### src/rtl/ecc_26_pkg.sv
// ecc_26_pkg: widths, SECDED column codes, codeword layout ({parity, data}) and the injection flip-mask helper
package ecc_26_pkg;
  localparam int DATA_WIDTH = 26;
  localparam int PARITY_WIDTH = 6;
  localparam int CW_WIDTH = DATA_WIDTH + PARITY_WIDTH;
  localparam int POS_WIDTH = $clog2(CW_WIDTH);
  localparam int PAR_POS0 = DATA_WIDTH;
  localparam logic [PARITY_WIDTH-1:0] COL_CODE [DATA_WIDTH] = '{
    6'h23, 6'h25, 6'h26, 6'h07, 6'h29, 6'h2A, 6'h0B, 6'h2C, 6'h0D, 6'h0E, 6'h2F, 6'h31, 6'h32,
    6'h13, 6'h34, 6'h15, 6'h16, 6'h37, 6'h38, 6'h19, 6'h1A, 6'h3B, 6'h1C, 6'h3D, 6'h3E, 6'h1F
  };
  function automatic logic [CW_WIDTH-1:0] flip_mask(input logic [POS_WIDTH-1:0] pos_a,
                                                    input logic [POS_WIDTH-1:0] pos_b,
                                                    input logic dbl);
    flip_mask = (CW_WIDTH'(1) << pos_a) | (dbl ? CW_WIDTH'(1) << pos_b : '0);
  endfunction
endpackage

### src/rtl/ecc_26_enc_pipe_if.sv
// ecc_26_enc_pipe_if: input (valid/ready/data) and output (valid/ready/data/parity) handshake bundle; slave = encoder side
interface ecc_26_enc_pipe_if;
  import ecc_26_pkg::*;
  logic in_valid;
  logic in_ready;
  logic [DATA_WIDTH-1:0] in_data;
  logic out_valid;
  logic out_ready;
  logic [DATA_WIDTH-1:0] out_data;
  logic [PARITY_WIDTH-1:0] out_parity;
  modport master (output in_valid, in_data, out_ready, input in_ready, out_valid, out_data, out_parity);
  modport slave (input in_valid, in_data, out_ready, output in_ready, out_valid, out_data, out_parity);
endinterface

### src/rtl/ecc_26_enc.sv
// ecc_26_enc: combinational SECDED parity generator; data in, parity out
module ecc_26_enc
  import ecc_26_pkg::*;
(
  input  logic [DATA_WIDTH-1:0]   data,
  output logic [PARITY_WIDTH-1:0] parity
);
  always_comb begin
    parity = '0;
    for (int i = 0; i < DATA_WIDTH; i++) parity = parity ^ (data[i] ? COL_CODE[i] : '0);
  end
endmodule

### src/rtl/ecc_26_enc_pipe.sv
// ecc_26_enc_pipe: SECDED encoder into a 2-entry output buffer; ports: bus (in/out handshake), inj_* error injection, clr_cnt/enc_cnt accept counter
module ecc_26_enc_pipe #(
  parameter int DATA_WIDTH = ecc_26_pkg::DATA_WIDTH,
  parameter int PARITY_WIDTH = ecc_26_pkg::PARITY_WIDTH
) (
  input  logic clk,
  input  logic rst_n,
  ecc_26_enc_pipe_if.slave bus,
  input  logic inj_arm,
  input  logic inj_dbl,
  input  logic [ecc_26_pkg::POS_WIDTH-1:0] inj_pos_a,
  input  logic [ecc_26_pkg::POS_WIDTH-1:0] inj_pos_b,
  output logic inj_pending,
  output logic inj_done,
  input  logic clr_cnt,
  output logic [15:0] enc_cnt
);
  import ecc_26_pkg::*;
  localparam int CW = DATA_WIDTH + PARITY_WIDTH;
  logic [CW-1:0] mem_q [2];
  logic [CW-1:0] mem_d [2];
  logic wr_ptr_q, wr_ptr_d, rd_ptr_q, rd_ptr_d;
  logic [1:0] occ_q, occ_d;
  logic inj_pending_q, inj_pending_d, inj_done_q, inj_done_d, inj_dbl_q, inj_dbl_d;
  logic [POS_WIDTH-1:0] inj_pos_a_q, inj_pos_a_d, inj_pos_b_q, inj_pos_b_d;
  logic [15:0] enc_cnt_q, enc_cnt_d;
  logic [PARITY_WIDTH-1:0] parity;
  logic [CW-1:0] cw, head;
  logic acc, drn;
  ecc_26_enc u_enc (.data(bus.in_data), .parity(parity));
  assign bus.in_ready = occ_q != 2'd2;
  assign bus.out_valid = occ_q != 2'd0;
  assign head = mem_q[rd_ptr_q];
  assign bus.out_data = head[DATA_WIDTH-1:0];
  assign bus.out_parity = head[PAR_POS0 +: PARITY_WIDTH];
  assign inj_pending = inj_pending_q;
  assign inj_done = inj_done_q;
  assign enc_cnt = enc_cnt_q;
  always_comb begin
    acc = bus.in_valid && occ_q != 2'd2;
    drn = occ_q != 2'd0 && bus.out_ready;
    cw = {parity, bus.in_data} ^ (inj_pending_q ? flip_mask(inj_pos_a_q, inj_pos_b_q, inj_dbl_q) : '0);
    mem_d = mem_q;
    if (acc) mem_d[wr_ptr_q] = cw;
    wr_ptr_d = wr_ptr_q ^ acc;
    rd_ptr_d = rd_ptr_q ^ drn;
    occ_d = occ_q + {1'b0, acc} - {1'b0, drn};
    inj_pending_d = inj_arm || (inj_pending_q && !acc);
    inj_done_d = acc && inj_pending_q;
    inj_dbl_d = inj_arm ? inj_dbl : inj_dbl_q;
    inj_pos_a_d = inj_arm ? inj_pos_a : inj_pos_a_q;
    inj_pos_b_d = inj_arm ? inj_pos_b : inj_pos_b_q;
    enc_cnt_d = clr_cnt ? '0 : (acc && enc_cnt_q != 16'hFFFF) ? enc_cnt_q + 16'd1 : enc_cnt_q;
  end
  always_ff @(posedge clk or negedge rst_n) begin
    if (!rst_n) begin
      mem_q <= '{default: '0};
      wr_ptr_q <= 1'b0;
      rd_ptr_q <= 1'b0;
      occ_q <= '0;
      inj_pending_q <= 1'b0;
      inj_done_q <= 1'b0;
      inj_dbl_q <= 1'b0;
      inj_pos_a_q <= '0;
      inj_pos_b_q <= '0;
      enc_cnt_q <= '0;
    end else begin
      mem_q <= mem_d;
      wr_ptr_q <= wr_ptr_d;
      rd_ptr_q <= rd_ptr_d;
      occ_q <= occ_d;
      inj_pending_q <= inj_pending_d;
      inj_done_q <= inj_done_d;
      inj_dbl_q <= inj_dbl_d;
      inj_pos_a_q <= inj_pos_a_d;
      inj_pos_b_q <= inj_pos_b_d;
      enc_cnt_q <= enc_cnt_d;
    end
  end
endmodule

### src/flat_wrapper.sv
// flat-port wrapper written by rule: the top's interface ports become plain ports
module ecc_26_enc_pipe_flat import ecc_26_pkg::*;
#(
  parameter int DATA_WIDTH = ecc_26_pkg::DATA_WIDTH,
  parameter int PARITY_WIDTH = ecc_26_pkg::PARITY_WIDTH
)
  (clk, rst_n, inj_arm, inj_dbl, inj_pos_a, inj_pos_b, inj_pending, inj_done, clr_cnt, enc_cnt, bus_in_valid, bus_in_data, bus_out_ready, bus_in_ready, bus_out_valid, bus_out_data, bus_out_parity);
  ecc_26_enc_pipe_if bus_i ();
  input  logic clk;
  input  logic rst_n;
  input  logic inj_arm;
  input  logic inj_dbl;
  input  logic [ecc_26_pkg::POS_WIDTH-1:0] inj_pos_a;
  input  logic [ecc_26_pkg::POS_WIDTH-1:0] inj_pos_b;
  output logic inj_pending;
  output logic inj_done;
  input  logic clr_cnt;
  output logic [15:0] enc_cnt;
  input wire logic [$bits(bus_i.in_valid)-1:0] bus_in_valid;
  input wire logic [$bits(bus_i.in_data)-1:0] bus_in_data;
  input wire logic [$bits(bus_i.out_ready)-1:0] bus_out_ready;
  output wire logic [$bits(bus_i.in_ready)-1:0] bus_in_ready;
  output wire logic [$bits(bus_i.out_valid)-1:0] bus_out_valid;
  output wire logic [$bits(bus_i.out_data)-1:0] bus_out_data;
  output wire logic [$bits(bus_i.out_parity)-1:0] bus_out_parity;
  assign bus_i.in_valid = bus_in_valid;
  assign bus_i.in_data = bus_in_data;
  assign bus_i.out_ready = bus_out_ready;
  assign bus_in_ready = bus_i.in_ready;
  assign bus_out_valid = bus_i.out_valid;
  assign bus_out_data = bus_i.out_data;
  assign bus_out_parity = bus_i.out_parity;
  ecc_26_enc_pipe #(.DATA_WIDTH(DATA_WIDTH), .PARITY_WIDTH(PARITY_WIDTH)) u_core (.clk(clk), .rst_n(rst_n), .bus(bus_i), .inj_arm(inj_arm), .inj_dbl(inj_dbl), .inj_pos_a(inj_pos_a), .inj_pos_b(inj_pos_b), .inj_pending(inj_pending), .inj_done(inj_done), .clr_cnt(clr_cnt), .enc_cnt(enc_cnt));
endmodule
### config.mk
export PLATFORM = sky130hd
export DESIGN_NAME = ecc_26_enc_pipe_flat
export DESIGN_NICKNAME = d
export VERILOG_FILES = /design/src/rtl/ecc_26_pkg.sv /design/src/rtl/ecc_26_enc_pipe_if.sv /design/src/rtl/ecc_26_enc.sv /design/src/rtl/ecc_26_enc_pipe.sv /design/src/flat_wrapper.sv
export SDC_FILE = /design/constraint.sdc
export NUM_CORES = 1
export LEC_CHECK = 0
export ABC_AREA = 1
export CORE_UTILIZATION = 55
export DETAILED_ROUTE_END_ITERATION = 10
export GPL_TIMING_DRIVEN = 0
export HOLD_SLACK_MARGIN = 0.02
export PLACE_DENSITY = 0.9
export REMOVE_ABC_BUFFERS = 1
export SLEW_MARGIN = 20
export SYNTH_ARGS = -nofsm -noshare
export SYNTH_HDL_FRONTEND = slang
export SYNTH_SLANG_ARGS = --single-unit
### constraint.sdc
create_clock -name clk -period 2.6 [get_ports clk]
set_clock_uncertainty 0.15 [all_clocks]
set_input_delay 0.78 -clock clk [delete_from_list [all_inputs] [get_ports clk]]
set_output_delay 0.78 -clock clk [all_outputs]
set_load 0.05 [all_outputs]
==> results of run 1 <==
-- routing by layer --
layer,GRT usage (%),vias to the layer above,share of wire (%)
met5,0,-,0
met4,14.1,0,3.5
met3,4.05,39,7.0
met2,46.7,281,46
met1,38.5,2982,43
li1,-,3245,-
-- state kept, by name, indices dropped and copies added (netlist names), 2 cells and up --
name and cells:
u_core.enc_cnt 16, u_core.inj_pos_a_q 5, u_core.inj_pos_b_q 5, u_core.mem_q 64
u_core.occ_q 2
-- repair_timing --
item | in CTS | in global routing
resized for setup | 108 | 4
setup buffers | 2 | 0
endpoints found under the hold margin | 0 | 0
endpoints found under the setup margin | 37 | 4
pin swaps | 0 | 0
-- layout by cell type, fill, tap and decap left out, types with 10 or more instances in the layout --
cell type | synthesis | final
nand2_1 | 435 | 435
dfrtp_1 | 97 | 95
inv_1 | 79 | 77
nand3_1 | 75 | 75
o21ai_0 | 66 | 66
clkdlybuf4s50_1 | 0 | 54
xor2_1 | 38 | 38
clkdlybuf4s15_2 | 0 | 33
nor2_1 | 30 | 30
nand4_1 | 21 | 21
o22ai_1 | 20 | 20
xnor2_1 | 12 | 12
o21ai_1 | 10 | 10
-- cell type report --
cell class | instances | area (um^2) | area share, %
Multi-Input combinational cell | 747 | 3520 | 44.9
Timing Repair Buffer | 99 | 1090 | 13.9
Clock buffer | 11 | 243 | 3.10
Tap cell | 143 | 179 | 2.28
Inverter | 88 | 347 | 4.42
Sequential cell | 97 | 2430 | 31.0
Clock inverter | 4 | 28.8 | 0.367
-- worst max-delay path by stage --
stage / endpoint / from / cells past startpoint
after floorplan: bus_out_data[0] / u_core.rd_ptr_q$_DFF_PN0_ / 3
after global placement: u_core.mem_q[29]$_DFFE_PN0P_ / rst_n / 1
after detailed placement: bus_out_data[23] / u_core.rd_ptr_q$_DFF_PN0_ / 4
after CTS: enc_cnt[10] / u_core.enc_cnt[10]$_DFFE_PN0P_ / 1
after global routing: u_core.mem_q[34]$_DFFE_PN0P_ / bus_in_valid / 7
final: enc_cnt[11] / u_core.enc_cnt[11]$_DFFE_PN0P_ / 1
-- worst register-to-register path, cell delays in order, from the launching register on --
cell	delay, ns
dfrtp_1	0.67
clkinv_1	0.41
nand3_1	0.21
o22ai_1	0.14
nand2_1	0.12
xor2_1	0.24
o21ai_0	0.12
-- through the flow --
step                hold slack, ns  instance area, um^2  TNS [ns]  utilization (%)  setup slack [ns]
floorplan                    0.299                 6280     -9.85                -            -0.308
global placement             0.313                 7400   -395.65             64.5             -2.89
detailed placement           0.315                 7470    -68.50             65.1             -1.84
CTS                          0.179                 7830         0             68.3           0.00743
global route                 0.194                 7840         0             68.4            0.0117
finish                       0.170                 7840         0             68.4            0.0415
-- cells by family (layout without fill, tap and decap cells) --
family | after synthesis | count (layout) | share of synthesized area [%]
AOI/OAI and AO/OA | 107 | 107 | 8.94
DFF | 97 | 97 | 37.4
adders and majority gates | 5 | 5 | 0.963
buffers and inverters | 135 | 202 | 8.44
muxes | 1 | 1 | 0.173
xor gates and xnor gates | 50 | 50 | 6.74
and+or+nand+nor | 584 | 584 | 37.4
-- synthesized netlist by cell type, drive strengths merged --
library cell | instances | area, um^2
mux2 | 1 | 11.3
clkinv | 4 | 15.0
o31ai | 4 | 30.0
nand2 | 437 | 1650
ha | 5 | 62.6
inv | 84 | 315
xnor2 | 12 | 105
o22ai | 20 | 125
nand4 | 21 | 131
o21bai | 1 | 7.51
or2 | 4 | 25.0
xor2 | 38 | 333
buf | 20 | 113
dfrtp | 97 | 2430
nor4 | 1 | 6.26
nand3 | 76 | 385
and3 | 1 | 6.26
nor2 | 33 | 131
nor3 | 11 | 96.4
clkbuf | 27 | 105
a21oi | 5 | 28.8
o21ai | 77 | 389
-- power by group through the flow --
stage | sequential, mW | clock, mW | combinational, mW
after detailed placement | 2.48 | 0 | 4.01
after floorplan | 2.42 | 0 | 2.67
after global routing | 2.48 | 1.33 | 4.41
after CTS | 2.40 | 1.27 | 4.07
after global placement | 2.46 | 0 | 3.88
final | 2.41 | 1.26 | 4.06
==> results.json, run 1 <==
{
  "internal-power_mw": 3.97,
  "worstSetupEndpointType": "output pin",
  "grt_pass1_vias": 5905,
  "min_path_type": "in2async",
  "synth.distinct_cells": 37,
  "hold_buffers": 0,
  "grt_pass1_wl_um": 28500,
  "rsz0062_at_grt": "false",
  "syn_inst": 979,
  "synth_warnings": 0,
  "status": "finished, final reports clean",
  "die_x_um": 111,
  "clock_path_buffers": 2,
  "ir_drop_mv": 0.822,
  "rows": 39,
  "ys_ff_latch": 97,
  "fill_cells": 994,
  "start_kind": "flop",
  "clkSlewWorstSetupHoldPaths_ns": 0.07,
  "relSlewSlack_pct": 52.4,
  "h-tree-depth": 3,
  "num_antenna_cells": 0,
  "fin_nets": 1090,
  "p_clk_share_pct": 16.3,
  "cp_slowest_stage_delay_ns": 0.84,
  "routed_via_density": 5.51,
  "cp_data_required_time_ns": 1.67,
  "portBuffers": 94,
  "drc": 0,
  "ys_seq_area_share_pct": 37.4,
  "vias": 6547,
  "ios": 95,
  "syn_area_um2": 6490,
  "cts_tree": "built",
  "swShare_pct": 48.7,
  "combPwrFrac_pct": 52.5,
  "setup_violations": 0,
  "switchingPower_mw": 3.77,
  "die_area_um2": 12200,
  "path_buf_inv": 1,
  "cp_max_fo": 5,
  "timing.rr.end": "u_core.mem_q[36]$_DFFE_PN0P_",
  "r2r_start": "u_core.inj_pos_a_q[3]$_DFFE_PN0P_",
  "overflow": 0,
  "worstMarginPinSlew_ns": 0.712,
  "core_um2": 11500,
  "fin_crit_ns": 2.56,
  "pwr_density_cell_nw_per_um2": 987,
  "dp_hpwl_um": 12700,
  "p_leak_nw": 3.92,
  "stdcell_count": 1189,
  "die_y_um": 111,
  "antenna_found_initial": 0,
  "firstDrtPassIters": 7,
  "gp_congestion": 0.971,
  "detail-route-antenna-nets": 0,
  "cpLargestDelayFamily": "buffers and inverters",
  "grt_use_total_pct": 29.0,
  "drive_gt1_share_pct": 7.84,
  "clkSinkCount": 97,
  "grt_max_degree": 64,
  "r2r_setup_slack_ns": 0.40,
  "sequentialPowerShare_pct": 31.2,
  "crit_type": "reg2out",
  "power_mw": 7.73,
  "post-route-period-util_pct": 98.4,
  "cts_buffers": 9,
  "synth.avg_cell_area_um2": 6.63,
  "area_delta_synth_final_pct": 20.7,
  "maxCapViolCount": 0,
  "totalWireLength_um": 17500,
  "r2r_cells": 6,
  "clk_latency_ns": 0.35,
  "placedCellCount": 1172,
  "report.final.slew_viol_count": 0,
  "wl_per_cell_um": 14.7,
  "crit_slowest_cell": "clkdlybuf4s50_1",
  "root_buffer": "clkbuf_16",
  "drtIter0Drc": 568,
  "hold_viol": 0,
  "arrival_ns": 1.63,
  "initial_core_util_pct": 56.6,
  "crit_chain": "clkdlybuf4s50_1",
  "fmax_ghz": 0.391
}
Power figures use the tool's default switching activity.
==> run 2, diff against run 1 <==
ABC_CLOCK_PERIOD_IN_PS = 2600   (was unset)
==> results of run 2 <==
Final layout, timing and power as in run 1 (identical DEF).
==> run 3, diff against run 2 <==
CTS_CLUSTER_SIZE = 16   (was unset)
PLACE_DENSITY = 0.77   (was 0.9)
SYNTH_HIERARCHICAL = 1   (was unset)
==> run 3 against run 2 <==
  * Synthesized cell count up 9.9%
  * Global-route usage increased by 4.0 points
  * Worst hold slack worse by 0.0017 ns
  * Wire length increased by 16%
  * Worst setup slack got worse by 0.0071 ns
  * Critical endpoint is now enc_cnt[4]
==> results.json, run 3 <==
{
  "syn_area_um2": 6870,
  "fin_crit_ns": 2.57,
  "multiInputGateArea_um2": 3880,
  "cts_tree": "built",
  "grt_max_degree": 59,
  "final_area_um2": 8430,
  "arrival_ns": 1.64,
  "ys_seq_area_share_pct": 35.3,
  "p_leak_nw": 4.75,
  "drc": 0,
  "worstSetupEndpointType": "output pin",
  "firstDrtPassIters": 5,
  "drtIter0Drc": 786,
  "largest_register": "u_core/mem_q",
  "core_um2": 12100,
  "path_buf_inv": 1,
  "netlist.area_leader.share_pct": 35.3,
  "synth_simple_gate_area_share_pct": 45.5,
  "h-tree-depth": 3,
  "gp_congestion": 0.941,
  "yosysTopAreaCell": "dfrtp_1",
  "clock_path_buffers": 2,
  "final_common_cell": "nand2_1",
  "clk_latency_ns": 0.36,
  "drt-met1-wl_um": 8680,
  "fin_util_pct": 69.6,
  "largest_reg_flops": 64,
  "start_kind": "flop",
  "async_reset_ff_share_pct": 100,
  "register_area_um2": 2430,
  "cts_buffers": 9,
  "power_mw": 8.47,
  "post-route-period-util_pct": 98.7,
  "die_y_um": 114,
  "cp_slowest_stage_delay_ns": 0.84,
  "grt_pass1_vias": 6726,
  "maxCapViolCount": 0,
  "status": "finished, final reports clean",
  "crit_chain": "clkdlybuf4s50_1",
  "r2r_start": "u_core/inj_pos_b_q[4]$_DFFE_PN0P_",
  "cpLargestDelayFamily": "buffers and inverters",
  "stdcell_count": 1322,
  "root_buffer": "clkbuf_16",
  "met3_length_um": 1460,
  "rows": 40,
  "hold_viol": 0,
  "synth-xor-area-share_pct": 7.23,
  "fmax_ghz": 0.390,
  "synth_top_family_by_area": "simple AND/OR/NAND/NOR gates",
  "relSlewSlack_pct": 41.7,
  "synth_common_cells": "nand2_1, nand3_1, dfrtp_1",
  "overflow": 0,
  "dp_hpwl_um": 12800,
  "clkSlewWorstSetupHoldPaths_ns": 0.07,
  "wl_met2_um": 9760,
  "synth_compound_area_share_pct": 2.04,
  "setup_violations": 0,
  "hold_buffers": 0,
  "clkSinkCount": 97,
  "fin_nets": 1197,
  "synth-edff-count": 0,
  "synth.avg_cell_area_um2": 6.38,
  "wl_per_cell_um": 15.4,
  "crit_type": "reg2out",
  "detail-route-antenna-nets": 0,
  "placedCellCount": 1289,
  "ys_ff_latch": 97,
  "pwr_density_cell_nw_per_um2": 1000,
  "grt_pass1_wl_um": 33000,
  "placed_area_um2": 7860,
  "num_antenna_cells": 0,
  "min_path_type": "in2async",
  "ir_drop_mv": 0.750,
  "crit_slowest_cell": "clkdlybuf4s50_1",
  "mostFrequentLayoutCells": "nand2_1, nand3_1, dfrtp_1, inv_1, nand4_1",
  "ios": 95,
  "synth_fa_ha_area_share_pct": 0.911,
  "routed_via_density": 5.40,
  "timing.rr.end": "u_core/mem_q[12]$_DFFE_PN0P_",
  "drive_gt1_share_pct": 8.41,
  "initial_core_util_pct": 56.7,
  "syn_inst": 1076,
  "cp_max_fo": 5,
  "grt_use_total_pct": 33.0,
  "rsz0062_at_grt": "false",
  "fill_cells": 1076,
  "area_delta_synth_final_pct": 22.8,
  "r2r_setup_slack_ns": 0.22,
  "worstMarginPinSlew_ns": 0.871,
  "vias": 7142,
  "synth_area_leaders": "dfrtp_1, nand2_1, nand3_1",
  "synth_most_common_cell": "nand2_1",
  "portBuffers": 94,
  "die_area_um2": 12900,
  "totalWireLength_um": 20300,
  "report.final.slew_viol_count": 0,
  "ys.flop_type": "dfrtp_1",
  "synth_warnings": 6,
  "synth.distinct_cells": 29,
  "r2r_cells": 6,
  "cp_data_required_time_ns": 1.67,
  "dr.max_layer_used": "met4",
  "antenna_found_initial": 0,
  "die_x_um": 114,
  "synthMuxAreaShare_pct": 0.164
}
run 3: changes by cell type after synthesis, moves of 6 or more:
cell	before	now
nand3_1	75	148
nand2_1	435	499
o21ai_0	66	21
o22ai_1	20	0
nand4_1	21	39
inv_1	79	95
xnor2_1	12	24
o21ai_1	10	1
xor2_1	38	29
clkbuf_1	24	31
nor2_1	30	37
nor3_2	6	0
run 3: layout make-up:
type                            count  area share (%)
Tap cell                          168            2.49
Inverter                          104            4.87
Multi-Input combinational cell    824            46.0
Sequential cell                    97            28.9
Clock buffer                       11            2.88
Clock inverter                      5            1.31
Timing Repair Buffer              111            13.4
Timing Repair inverter              2           0.178
run 3: cell families (layout without fill, tap and decap cells):
kind of cell,after synthesis,after routing
compound gates,26,26
mux,1,1
fa+ha+maj,5,5
xor+xnor,55,55
simple gates,737,737
flops,97,97
buf+inv,155,233
run 3: per-stage QoR:
| stage | setup slack, ns | hold slack, ns | setup TNS (ns) |
|---|---|---|---|
| floorplan | -0.308 | 0.299 | -23.33 |
| global placement | -3.06 | 0.313 | -470.87 |
| detailed placement | -1.12 | 0.315 | -96.69 |
| CTS | 0.00261 | 0.181 | 0 |
| global route | 0.000104 | 0.200 | 0 |
| finish | 0.0345 | 0.169 | 0 |
run 3: where the power goes:
group	internal [mW]	switching (mW)	leakage, nW
logic	1.32	3.13	3.36
registers	2.06	0.365	1.22
clock network	0.978	0.613	0.172
run 3: layer usage:
metal | GRT usage [%] | vias to the layer above
met2 | 55.9 | 291
met1 | 42.4 | 3312
met3 | 5.63 | 33
met5 | 0 | -
li1 | - | 3506
met4 | 11.9 | 0
run 3: worst max-delay path by stage:
stage               cells after the start                           end  slack (ns)                           from
global placement                        1  u_core/mem_q[30]$_DFFE_PN0P_       -3.06                          rst_n
detailed placement                      7   u_core/mem_q[5]$_DFFE_PN0P_       -1.12                   bus_in_valid
global route                            4               bus_out_data[3]      0.0001      u_core/rd_ptr_q$_DFF_PN0_
finish                                  1                    enc_cnt[4]        0.03  u_core/enc_cnt[4]$_DFFE_PN0P_
floorplan                               3               bus_out_data[0]       -0.31      u_core/rd_ptr_q$_DFF_PN0_
CTS                                     1                    enc_cnt[7]       0.003  u_core/enc_cnt[7]$_DFFE_PN0P_
run 3: timing repair:
action / in CTS / in global routing
pin swaps: 2 / 2
setup endpoints to repair: 98 / 54
endpoints found under the hold margin: 0 / 0
gates cloned: 2 / 0
buffers inserted: 13 / 2
resized for setup: 113 / 68
